**src/rtl/ctrl_pkg.sv**
```systemverilog
// ctrl_pkg: opcode, state and datapath-select encodings shared with the ALU control circuit
package ctrl_pkg;
  localparam logic [3:0] OP_R    = 4'd0;
  localparam logic [3:0] OP_ADDI = 4'd1;
  localparam logic [3:0] OP_LW   = 4'd2;
  localparam logic [3:0] OP_SW   = 4'd3;
  localparam logic [3:0] OP_BEQ  = 4'd4;
  localparam logic [3:0] OP_J    = 4'd5;
  localparam logic [1:0] ALU_ADD   = 2'b00;
  localparam logic [1:0] ALU_SUB   = 2'b01;
  localparam logic [1:0] ALU_FUNCT = 2'b10;
  localparam logic [1:0] SRC_B_RT  = 2'b00;
  localparam logic [1:0] SRC_B_ONE = 2'b01;
  localparam logic [1:0] SRC_B_IMM = 2'b10;
  localparam logic [1:0] SRC_B_BR  = 2'b11;
  localparam logic [1:0] PC_ALU    = 2'b00;
  localparam logic [1:0] PC_ALUOUT = 2'b01;
  localparam logic [1:0] PC_JUMP   = 2'b10;
  typedef enum logic [3:0] {
    FETCH, DECODE, MEM_ADDR, MEM_RD, MEM_WB, MEM_WR,
    EXEC_R, R_WB, EXEC_I, I_WB, BRANCH, JUMP
  } state_t;
endpackage

```
**src/rtl/retire_counter.sv**
```systemverilog
// retire_counter: 16-bit wrapping count of retired instructions
module retire_counter (
  input  logic        clk,
  input  logic        rst,
  input  logic        inc,
  output logic [15:0] count
);
  always_ff @(posedge clk or posedge rst)
    if (rst) count <= '0;
    else if (inc) count <= count + 16'd1;
endmodule

```
**src/rtl/multicycle_main_control.sv**
```systemverilog
// multicycle_main_control: opcode-driven FSM producing all multi-cycle datapath strobes
module multicycle_main_control
  import ctrl_pkg::*;
(
  input  logic        clk,
  input  logic        rst,
  input  logic [3:0]  opcode,
  input  logic        mem_ready,
  output logic        mem_req,
  output logic        mem_we,
  output logic        i_or_d,
  output logic        ir_write,
  output logic        pc_write,
  output logic        pc_write_cond,
  output logic [1:0]  pc_source,
  output logic        alu_src_a,
  output logic [1:0]  alu_src_b,
  output logic [1:0]  ALUopt,
  output logic        reg_write,
  output logic        reg_dst,
  output logic        mem_to_reg,
  output logic        illegal_op,
  output logic [15:0] retired_count
);
  state_t state, next;
  logic [3:0] op_q;
  logic inc;
  always_ff @(posedge clk or posedge rst)
    if (rst) begin
      state <= FETCH;
      op_q <= OP_R;
    end else begin
      state <= next;
      if (state == DECODE) op_q <= opcode;
    end
  always_comb begin
    next = state;
    inc = 1'b0;
    mem_req = 1'b0;
    mem_we = 1'b0;
    i_or_d = 1'b0;
    ir_write = 1'b0;
    pc_write = 1'b0;
    pc_write_cond = 1'b0;
    pc_source = PC_ALU;
    alu_src_a = 1'b0;
    alu_src_b = SRC_B_RT;
    ALUopt = ALU_ADD;
    reg_write = 1'b0;
    reg_dst = 1'b0;
    mem_to_reg = 1'b0;
    illegal_op = 1'b0;
    case (state)
      FETCH: begin
        mem_req = 1'b1;
        alu_src_b = SRC_B_ONE;
        ir_write = mem_ready;
        pc_write = mem_ready;
        next = mem_ready ? DECODE : FETCH;
      end
      DECODE: begin
        alu_src_b = SRC_B_BR;
        case (opcode)
          OP_R:         next = EXEC_R;
          OP_ADDI:      next = EXEC_I;
          OP_LW, OP_SW: next = MEM_ADDR;
          OP_BEQ:       next = BRANCH;
          OP_J:         next = JUMP;
          default: begin
            illegal_op = 1'b1;
            next = FETCH;
          end
        endcase
      end
      MEM_ADDR: begin
        alu_src_a = 1'b1;
        alu_src_b = SRC_B_IMM;
        next = (op_q == OP_SW) ? MEM_WR : MEM_RD;
      end
      MEM_RD: begin
        mem_req = 1'b1;
        i_or_d = 1'b1;
        next = mem_ready ? MEM_WB : MEM_RD;
      end
      MEM_WB: begin
        reg_write = 1'b1;
        mem_to_reg = 1'b1;
        inc = 1'b1;
        next = FETCH;
      end
      MEM_WR: begin
        mem_req = 1'b1;
        mem_we = 1'b1;
        i_or_d = 1'b1;
        inc = mem_ready;
        next = mem_ready ? FETCH : MEM_WR;
      end
      EXEC_R: begin
        alu_src_a = 1'b1;
        ALUopt = ALU_FUNCT;
        next = R_WB;
      end
      R_WB: begin
        reg_write = 1'b1;
        reg_dst = 1'b1;
        inc = 1'b1;
        next = FETCH;
      end
      EXEC_I: begin
        alu_src_a = 1'b1;
        alu_src_b = SRC_B_IMM;
        next = I_WB;
      end
      I_WB: begin
        reg_write = 1'b1;
        inc = 1'b1;
        next = FETCH;
      end
      BRANCH: begin
        alu_src_a = 1'b1;
        ALUopt = ALU_SUB;
        pc_write_cond = 1'b1;
        pc_source = PC_ALUOUT;
        inc = 1'b1;
        next = FETCH;
      end
      JUMP: begin
        pc_write = 1'b1;
        pc_source = PC_JUMP;
        inc = 1'b1;
        next = FETCH;
      end
      default: next = FETCH;
    endcase
    if (rst) begin
      inc = 1'b0;
      mem_req = 1'b0;
      mem_we = 1'b0;
      i_or_d = 1'b0;
      ir_write = 1'b0;
      pc_write = 1'b0;
      pc_write_cond = 1'b0;
      pc_source = PC_ALU;
      alu_src_a = 1'b0;
      alu_src_b = SRC_B_RT;
      ALUopt = ALU_ADD;
      reg_write = 1'b0;
      reg_dst = 1'b0;
      mem_to_reg = 1'b0;
      illegal_op = 1'b0;
    end
  end
  retire_counter u_cnt (
    .clk(clk),
    .rst(rst),
    .inc(inc),
    .count(retired_count)
  );
endmodule

```
**config.mk**
```make
export PLATFORM = sky130hd
export DESIGN_NAME = multicycle_main_control
export DESIGN_NICKNAME = d
export VERILOG_FILES = /design/src/rtl/ctrl_pkg.sv /design/src/rtl/retire_counter.sv /design/src/rtl/multicycle_main_control.sv
export SDC_FILE = /design/constraint.sdc
export NUM_CORES = 1
export LEC_CHECK = 0
export BUFFER_PORTS_ARGS = -buffer_cell sky130_fd_sc_hd__buf_4
export CAP_MARGIN = 30
export CORE_MARGIN = 4
export CORE_UTILIZATION = 49
export CTS_BUF_LIST = sky130_fd_sc_hd__clkbuf_4
export DETAILED_ROUTE_END_ITERATION = 7
export PLACE_DENSITY = 0.82
export SETUP_SLACK_MARGIN = 0.5
export SLEW_MARGIN = 30
export SYNTH_ARGS = -nofsm -noshare
export SYNTH_HDL_FRONTEND = slang
export SYNTH_SLANG_ARGS = --single-unit
export TNS_END_PERCENT = 50
```
**constraint.sdc**
```tcl
create_clock -name clk -period 1.5 [get_ports clk]
set_clock_uncertainty 0.05 [all_clocks]
set_input_delay 0.15 -clock clk [delete_from_list [all_inputs] [get_ports clk]]
set_output_delay 0.15 -clock clk [all_outputs]
set_load 0.05 [all_outputs]
```
==> out/qor.yml, run 1 <==
placed_design:
  place_inst: 286
  place_area_sq_mm: 0.002444
  hpwl_mm: 3.618
  numPortBuffers: 39
  place_ws_ps: -181.6
  globalplace.congestion: 0.8923
clock_tree:
  cts_num_sinks: 24
  h-tree-depth: 1
  cts-root-buf: "clkbuf_4"
  postCtsHoldBufs: 1
  postCtsSetupRepairBufs: 17
  clk_path_buf_depth: 2
  post_cts_resized: 108
  numCtsBuffers: 3
synthesis:
  ys_warn_count: 0
  yosysMostFrequentCell: "dfrtp_1"
  ys_top_cells_by_area: "dfrtp_1, xnor2_1, nand4_1"
  synth_common_cells: "dfrtp_1, nor2_1, nand4_1, xnor2_1"
  netlist_area_sq_mm: 0.001543
  synthesis.nets: 172
  ys_types: 47
  synthCells: 164
  yosys_register_bits: 24
  synth_edf_count: 0
  postSynthAreaPerCell_sq_um: 9.407
  async_reset_ff_share_pct: 100.0
  yosys_most_used_dff: "dfrtp_1"
  netlist.area_leader.share_pct: 38.93
  yosysSeqAreaShare_pct: 38.93
  yosysTopAreaCell: "dfrtp_1"
outcome:
  status: "aborted with a tool error"
  first-error: "[ERROR DPL-0033] detailed placement checks failed during check placement."
  lastStage: "4_1_cts"
floorplan:
  die_h_um: 64.11
  placementRows: 20
  fp.dieW_um: 64.11
  io-pin-count: 40
  start_util_pct: 50.95
[stage by stage]
| step | util [%] | hold WS [ps] |
|---|---|---|
| floorplan | - | -0.9074 |
| global placement | 80.70 | 235.2 |
| detailed placement | 80.70 | 247.0 |
[logic make-up after synthesis]
kind of cell             count (synthesis)  share of synthesized area (%)
XOR/XNOR                                18                          10.71
AO/OA/AOI/OAI                           23                          10.38
adder cells (fa/ha/maj)                  1                         0.8109
buffers and inverters                   16                          5.109
flip-flops                              24                          38.93
AND/OR/NAND/NOR                         75                          29.03
multiplexers                             7                          5.028
==> run 2: changes to the inputs <==
Settings changed: CORE_UTILIZATION 49 to 35, CTS_BUF_LIST sky130_fd_sc_hd__clkbuf_4 to default, PLACE_DENSITY 0.82 to default, PLACE_DENSITY_LB_ADDON from default to 0.15, SETUP_SLACK_MARGIN 0.5 to default.
Clock period 1.5 ns to 2 ns, I/O delays scaled along.
==> out/qor.yml, run 2 <==
outcome:
  status: "completed"
power_and_ir_drop:
  power.density_mw_per_mm2: 1271
  p_leak_nw: 0.8772
  ir_drop_v: 0.0008622
synthesis:
  ys_types: 47
  postSynthAreaPerCell_sq_um: 9.407
  yosysSeqAreaShare_pct: 38.93
  yosysTopAreaCell: "dfrtp_1"
  yosys_register_bits: 24
  synthesis.nets: 172
  async_reset_ff_share_pct: 100.0
  netlist_area_sq_mm: 0.001543
  yosysMostFrequentCell: "dfrtp_1"
  yosys_most_used_dff: "dfrtp_1"
  synth_edf_count: 0
  ys_warn_count: 0
  synth_common_cells: "dfrtp_1, nor2_1, nand4_1, xnor2_1"
  synthCells: 164
  netlist.area_leader.share_pct: 38.93
  ys_top_cells_by_area: "dfrtp_1, xnor2_1, nand4_1"
floorplan:
  io-pin-count: 40
  die_h_um: 74.39
  start_util_pct: 37.23
  core_area_sq_mm: 0.004144
  die_area_sq_mm: 0.005534
  placementRows: 23
  fp.dieW_um: 74.39
timing:
  fin_crit_sh_pct: 93.19
  hold_viol_final: 0
  fmax_ghz: 0.5365
  final_max_slew_viol_count: 0
  worst_slew_pin_slew_ps: 427.0
  period_minus_slack_ps: 1864
  setup_viol: 0
  slew_headroom_pct: 71.43
  worst_hold_slack_ps: 16.31
  rsz0062_at_grt: "false"
critical_path:
  end_kind: "output pin"
  ff2ff_path_depth: 5
  reg2reg_slack_ps: 340
  cpPeakStageDelay_ps: 510
  crit_fanout: 13
  timing.rr.start: "u_cnt.count[0]$_DFFE_PP0P_"
  critPathTopFamily: "flip-flops"
  crit_required_ps: 1750
  crit_slowest_cell: "dfrtp_2"
  worst-path-buf-inv: 1
  worstPathArrival_ps: 1610
  crit_type: "reg2out"
  path_cells: "nand2b_1 > mux2i_1 > a2bb2oi_1 > nor2_1 > buf_4"
  cp-start-kind: "flip-flop"
  cp.depth: 5
  regToRegEndpoint: "u_cnt.count[6]$_DFFE_PP0P_"
finish:
  syn_to_final_growth_pct: 30.82
  largest_reg_flops: 16
  n_antenna_cell: 0
  final_common_cell: "buf_4"
  drive_above_1_share_pct: 34.95
  fin_nets: 215
  top_register: "u_cnt.count"
  final_core_util_pct: 48.70
  fillers: 413
  largestRegisters: "u_cnt.count: 16 flops, op_q: 4 flops, state: 4 flops"
  final_cell_mix: "buf_4, dfrtp_1, nor2_1"
route:
  wirelength_mm: 3.953
  drc: 0
  dr.pass1.iters: 4
  antenna_left: 0
  drt_iter0_markers: 100
  vias: 1407
  wl_per_cell_um: 15.44
  via_per_inst: 5.496
clock_tree:
  cts_num_sinks: 24
  h-tree-depth: 1
  clk_path_buf_depth: 2
  cts-root-buf: "clkbuf_8"
  postCtsHoldBufs: 0
  postCtsSetupRepairBufs: 0
  clock_latency_ps: 270
  clk_pin_slew_worst_paths_ps: 90
  cts_tree: "yes"
  numCtsBuffers: 3
global_route:
  track_usage_pct: 15.14
  antenna_found_initial: 0
  grt_max_degree: 16
  grt_overflow_total: 0
  grt_pass1_wl_mm: 6.527
  grt_pass1_vias: 1357
worst_hold_path:
  hold_path.class: "in2async"
placed_design:
  numPortBuffers: 39
  hpwl_mm: 2.996
  globalplace.congestion: 0.8074
run:
  drv_cap: 0
-- run 2: cell type report --
type	instances	area (sq um)	area share, %
inverters	5	18.77	0.9299
flip-flops and latches	24	603.1	29.88
well taps	50	62.56	3.100
multi-input cells	124	890.9	44.14
clock inverters	1	30.03	1.488
clock buffers	3	41.29	2.046
repair buffers	49	371.6	18.41
-- run 2: per-layer routing --
layer	wire length, um	GRT usage, %
met1	1886	20.72
met2	1836	24.10
met3	210	3.243
met4	20	4.348
met5	0	0
-- run 2: worst max path at each step --
stage                             from                         end  slack, ps
global route        state[0]$_DFF_PP0_                    pc_write         30
CTS                 state[2]$_DFF_PP0_                   reg_write         20
global placement    state[2]$_DFF_PP0_  u_cnt.count[5]$_DFFE_PP0P_        330
detailed placement  state[2]$_DFF_PP0_  u_cnt.count[5]$_DFFE_PP0P_        290
floorplan                          rst                  mem_to_reg       -320
finish              state[2]$_DFF_PP0_                   reg_write        140
-- run 2: worst min-delay path: stages --
cell   delay (ps)
buf_4         180
inv_1         110
buf_4         200
-- run 2: power breakdown --
part / leakage [nW] / switching [mW] / total [mW] / internal, mW
registers: 0.316 / 0.150 / 0.743 / 0.593
clock network: 0.0357 / 0.157 / 0.425 / 0.268
logic: 0.526 / 0.866 / 1.40 / 0.530
total: 0.877 / 1.17 / 2.56 / 1.39
-- run 2: cell families (layout without fill, tap and decap cells) --
group	count (synthesis)	in the layout	share of synthesized area (%)
AND/OR/NAND/NOR	75	75	29.03
flip-flops	24	24	38.93
AO/OA/AOI/OAI	23	23	10.38
XOR/XNOR	18	18	10.71
buffers and inverters	16	58	5.109
multiplexers	7	7	5.028
adder cells (fa/ha/maj)	1	1	0.8109
-- run 2: metrics by stage --
step	cell area (sq um)	setup TNS (ps)	setup slack, ps	power (mW)	instances
6_report	2018	0	136.2	2.565	256
5_1_grt	2018	0	28.83	2.731	256
4_1_cts	2012	0	21.52	2.571	256
3_5_place_dp	1941	0	285.8	2.141	252
3_3_place_gp	1941	0	326.0	2.107	252
2_1_floorplan	1570	-928.1	-321.6	1.756	164
-- run 2: repair_timing --
item / CTS / global route
gates resized for setup: 0 / 3
hold endpoints to repair: 0 / 0
setup endpoints to repair: 0 / 7
No activity file was read; power rests on OpenSTA's default activity.
==> run 3: changes to the inputs <==
Settings changed: CTS_BUF_LIST from default to sky130_fd_sc_hd__clkbuf_16.
==> out/qor.yml, run 3 (synthesized netlist as in run 2, its figures left out) <==
timing:
  fin_crit_sh_pct: 92.71
  period_minus_slack_ps: 1854
  final_max_slew_viol_count: 0
  rsz0062_at_grt: "false"
  hold_viol_final: 0
  slew_headroom_pct: 70.89
  worst_hold_slack_ps: 39.09
  setup_viol: 0
  setup_ws_ps: 145.9
  fmax_ghz: 0.5393
  worst_slew_pin_slew_ps: 432.6
placed_design:
  place_area_sq_mm: 0.001941
  place_ws_ps: 285.8
  numPortBuffers: 39
  place_inst: 252
  hpwl_mm: 2.996
  globalplace.congestion: 0.8074
finish:
  fillers: 411
  stdcell_area_sq_mm: 0.002048
  final_cell_mix: "buf_4, dfrtp_1, nor2_1"
  syn_to_final_growth_pct: 32.77
  final_common_cell: "buf_4"
  fin_nets: 215
  drive_above_1_share_pct: 34.95
  top_register: "u_cnt.count"
  largest_reg_flops: 16
  largestRegisters: "u_cnt.count: 16 flops, op_q: 4 flops, state: 4 flops"
  final_cells: 256
  n_antenna_cell: 0
route:
  wl_per_cell_um: 15.44
  vias: 1423
  wirelength_mm: 3.952
  antenna_left: 0
  dr.pass1.iters: 5
  drt_iter0_markers: 99
  drc: 0
  via_per_inst: 5.559
clock_tree:
  clk_pin_slew_worst_paths_ps: 60
  postCtsHoldBufs: 0
  cts-root-buf: "clkbuf_16"
  clock_latency_ps: 260
  cts_num_sinks: 24
  clk_path_buf_depth: 2
  h-tree-depth: 1
  postCtsSetupRepairBufs: 0
  cts_tree: "yes"
  numCtsBuffers: 3
critical_path:
  end_kind: "output pin"
  cpPeakStageDelay_ps: 500
  worstPathArrival_ps: 1600
  crit_fanout: 13
  worst-path-buf-inv: 1
  reg2reg_slack_ps: 340
  critPathTopFamily: "flip-flops"
  cp-start-kind: "flip-flop"
  path_cells: "nand2b_1 > mux2i_1 > a2bb2oi_1 > nor2_1 > buf_4"
  crit_slowest_cell: "dfrtp_2"
  crit_type: "reg2out"
  crit_required_ps: 1750
floorplan:
  fp.dieW_um: 74.39
  io-pin-count: 40
  die_area_sq_mm: 0.005534
  core_area_sq_mm: 0.004144
  start_util_pct: 37.23
  die_h_um: 74.39
  placementRows: 23
global_route:
  grt_max_degree: 16
  grt_pass1_vias: 1392
  grt_overflow_total: 0
  antenna_found_initial: 0
  grt_pass1_wl_mm: 6.541
  track_usage_pct: 15.12
power_and_ir_drop:
  power_switching_mw: 1.185
  p_int_mw: 1.517
  p_seq_share_pct: 27.5
  switching_share_pct: 43.86
  ir_drop_v: 0.0008962
  p_leak_nw: 0.8915
  p_clk_share_pct: 21.0
  p_comb_share_pct: 51.5
  power.density_mw_per_mm2: 1319
outcome:
  status: "completed"
worst_hold_path:
  hold_path.class: "in2async"
run:
  drv_cap: 0
[run 3: cell types whose count changed in the layout (fill, tap and decap cells not counted)]
cell / delta
clkbuf_16: +3
clkbuf_8: -3
buf_4: +1
buf_6: -1
[run 3: layer usage]
| layer | track usage (%) | part of all wire [%] | vias up |
|---|---|---|---|
| met3 | 2.838 | 5.5 | 6 |
| met5 | 0 | 0 | - |
| met1 | 20.83 | 47 | 689 |
| met4 | 4.941 | 1.5 | 0 |
| met2 | 23.90 | 46 | 41 |
| li1 | - | - | 687 |
[run 3: final timing paths]
| kind | from | endpoint | depth (start not counted) |
|---|---|---|---|
| max | state[2]$_DFF_PP0_ | reg_write | 5 |
| min | rst | u_cnt.count[0]$_DFFE_PP0P_ | 3 |
| max reg2reg | u_cnt.count[0]$_DFFE_PP0P_ | u_cnt.count[6]$_DFFE_PP0P_ | 5 |
| min reg2reg | u_cnt.count[15]$_DFFE_PP0P_ | u_cnt.count[15]$_DFFE_PP0P_ | 1 |
| max in group asynchronous | rst | u_cnt.count[8]$_DFFE_PP0P_ | 3 |
| min in group clk | opcode[3] | op_q[3]$_DFFE_PP0N_ | 2 |
[run 3: layout make-up]
cell class | instances | area, sq um | area share, %
multi-input combinational | 124 | 890.9 | 43.49
timing repair buffer | 49 | 367.9 | 17.96
inverter | 5 | 18.77 | 0.9163
clock inverter | 1 | 30.03 | 1.466
clock buffer | 3 | 75.07 | 3.665
sequential | 24 | 603.1 | 29.44
tap | 50 | 62.56 | 3.054
[run 3: power by group through the flow]
stage / Combinational, mW / Sequential (mW) / Clock, mW
after floorplan: 0.978 / 0.778 / 0
after global placement: 1.37 / 0.733 / 0
after detailed placement: 1.39 / 0.746 / 0
after CTS: 1.40 / 0.738 / 0.578
after global routing: 1.50 / 0.762 / 0.606
final: 1.39 / 0.742 / 0.567
[run 3: worst min-delay path, stage by stage]
cell   delay [ps]
buf_4         170
inv_1         110
buf_4         210
[run 3: through the flow]
stage | TNS, ps | utilization (%) | total power, mW
global placement | 0 | 46.83 | 2.107
detailed placement | 0 | 46.83 | 2.141
CTS | 0 | 49.37 | 2.715
floorplan | -928.1 | - | 1.756
global route | 0 | 49.43 | 2.866
finish | 0 | 49.43 | 2.701
[run 3: repair_timing]
action | in CTS | in global routing
endpoints found under the setup margin | 0 | 6
hold endpoints to repair | 0 | 0
resized for setup | 0 | 2
==> run 4: changes to the inputs <==
Settings changed: CORE_MARGIN 4 to 2.
==> out/qor.yml, run 4 (synthesized netlist as in run 2, its figures left out) <==
timing:
  fin_setup_tns_ps: 0
  setup_ws_ps: 85.99
  worst_hold_slack_ps: 16.05
  worst_slew_pin_slew_ps: 465.3
  slew_headroom_pct: 68.87
  rsz0062_at_grt: "true"
  fin_crit_sh_pct: 95.70
  fmax_ghz: 0.5225
  final_max_slew_viol_count: 0
  hold_viol_final: 0
  setup_viol: 0
  period_minus_slack_ps: 1914
floorplan:
  start_util_pct: 35.93
  die_h_um: 70.39
  placementRows: 24
  core_area_sq_mm: 0.004294
  fp.dieW_um: 70.39
  io-pin-count: 40
  die_area_sq_mm: 0.004955
critical_path:
  crit_fanout: 16
  worstPathArrival_ps: 1660
  crit_type: "reg2out"
  cpPeakStageDelay_ps: 410
  cp-start-kind: "flip-flop"
  crit_required_ps: 1750
  end_kind: "output pin"
  path_cells: "buf_4 > nand2b_1 > nor3_4 > nor3b_2 > buf_6"
  crit_slowest_cell: "dfrtp_1"
power_and_ir_drop:
  ir_drop_v: 0.0007363
  p_int_mw: 1.573
  power.density_mw_per_mm2: 1326
  p_comb_share_pct: 53.8
  power_switching_mw: 1.206
  p_leak_nw: 0.9161
  p_clk_share_pct: 20.5
  switching_share_pct: 43.39
  p_seq_share_pct: 25.7
finish:
  drive_above_1_share_pct: 37.14
  fin_nets: 219
  top_register: "u_cnt.count"
  stdcell_area_sq_mm: 0.002096
  final_core_util_pct: 48.81
  final_common_cell: "buf_4"
  largest_reg_flops: 16
  final_cell_mix: "buf_4, dfrtp_1, nor2_1"
  n_antenna_cell: 0
  largestRegisters: "u_cnt.count: 16 flops, op_q: 4 flops, state: 4 flops"
  fillers: 408
  syn_to_final_growth_pct: 35.85
clock_tree:
  cts_tree: "yes"
  cts-root-buf: "clkbuf_16"
  cts_num_sinks: 24
  h-tree-depth: 1
  numCtsBuffers: 3
  clock_latency_ps: 260
  postCtsHoldBufs: 0
  clk_path_buf_depth: 2
  clk_pin_slew_worst_paths_ps: 60
route:
  dr.pass1.iters: 4
  drc: 0
  antenna_left: 0
  via_per_inst: 5.443
  wl_per_cell_um: 15.24
  vias: 1426
  wirelength_mm: 3.992
  drt_iter0_markers: 86
run:
  drv_cap: 0
placed_design:
  globalplace.congestion: 0.8556
  place_area_sq_mm: 0.001936
  numPortBuffers: 39
  hpwl_mm: 2.936
  place_ws_ps: 246.8
global_route:
  grt_overflow_total: 0
  grt_pass1_vias: 1343
  antenna_found_initial: 0
  grt_max_degree: 17
  track_usage_pct: 16.11
  grt_pass1_wl_mm: 6.486
outcome:
  status: "completed"
worst_hold_path:
  hold_path.class: "in2async"
## run 4: cell count changes in the layout (fill, tap and decap cells not counted), sizes merged
| cell | before | now |
|---|---|---|
| buf | 49 | 53 |
## run 4: what timing repair did
action	in CTS	in global routing
gates resized for setup	0	6
setup endpoints to repair	0	6
buffers inserted	0	5
## run 4: routing by layer
metal  track usage (%)  vias to the layer above  routed length, um
met5                 0                        -                  0
met4             3.419                        0                 27
met3             3.752                        6                183
met2             25.68                       34               1813
met1             22.27                      689               1968
li1                  -                      697                  -
## run 4: final timing paths
path | startpoint | endpoint | slack [ps] | cells after the start
max in group asynchronous | rst | u_cnt.count[0]$_DFFE_PP0P_ | 1660 | 3
setup reg to reg | state[1]$_DFF_PP0_ | op_q[0]$_DFFE_PP0N_ | 300 | 5
min in group clk | opcode[3] | op_q[3]$_DFFE_PP0N_ | 150 | 2
setup / recovery | state[1]$_DFF_PP0_ | illegal_op | 90 | 5
hold reg to reg | u_cnt.count[15]$_DFFE_PP0P_ | u_cnt.count[15]$_DFFE_PP0P_ | 430 | 1
hold / removal | rst | op_q[0]$_DFFE_PP0N_ | 20 | 3
## run 4: power groups by stage
stage	logic, mW	clock network [mW]	registers [mW]
after floorplan	0.978	0	0.778
after global placement	1.36	0	0.730
after detailed placement	1.39	0	0.736
after CTS	1.39	0.580	0.727
after global routing	1.61	0.611	0.731
final	1.50	0.570	0.713
## run 4: metrics by stage
stage	total power [mW]	instances
detailed placement	2.127	253
floorplan	1.756	164
global route	2.955	262
global placement	2.092	253
CTS	2.702	257
finish	2.779	262
## run 4: layout make-up
class / count / area, sq um / area share (%)
clock buffers: 3 / 75.07 / 3.582
flip-flops and latches: 24 / 603.1 / 28.78
inverters: 5 / 18.77 / 0.8955
multi-input cells: 124 / 898.4 / 42.87
clock inverters: 1 / 30.03 / 1.433
repair buffers: 53 / 405.4 / 19.34
well taps: 52 / 65.06 / 3.104
## run 4: critical path, delay by kind of cell (launching register included)
kind                   cells  cell delay [ps]
and+or+nand+nor            3              620
DFF                        1              410
buffers and inverters      2              390
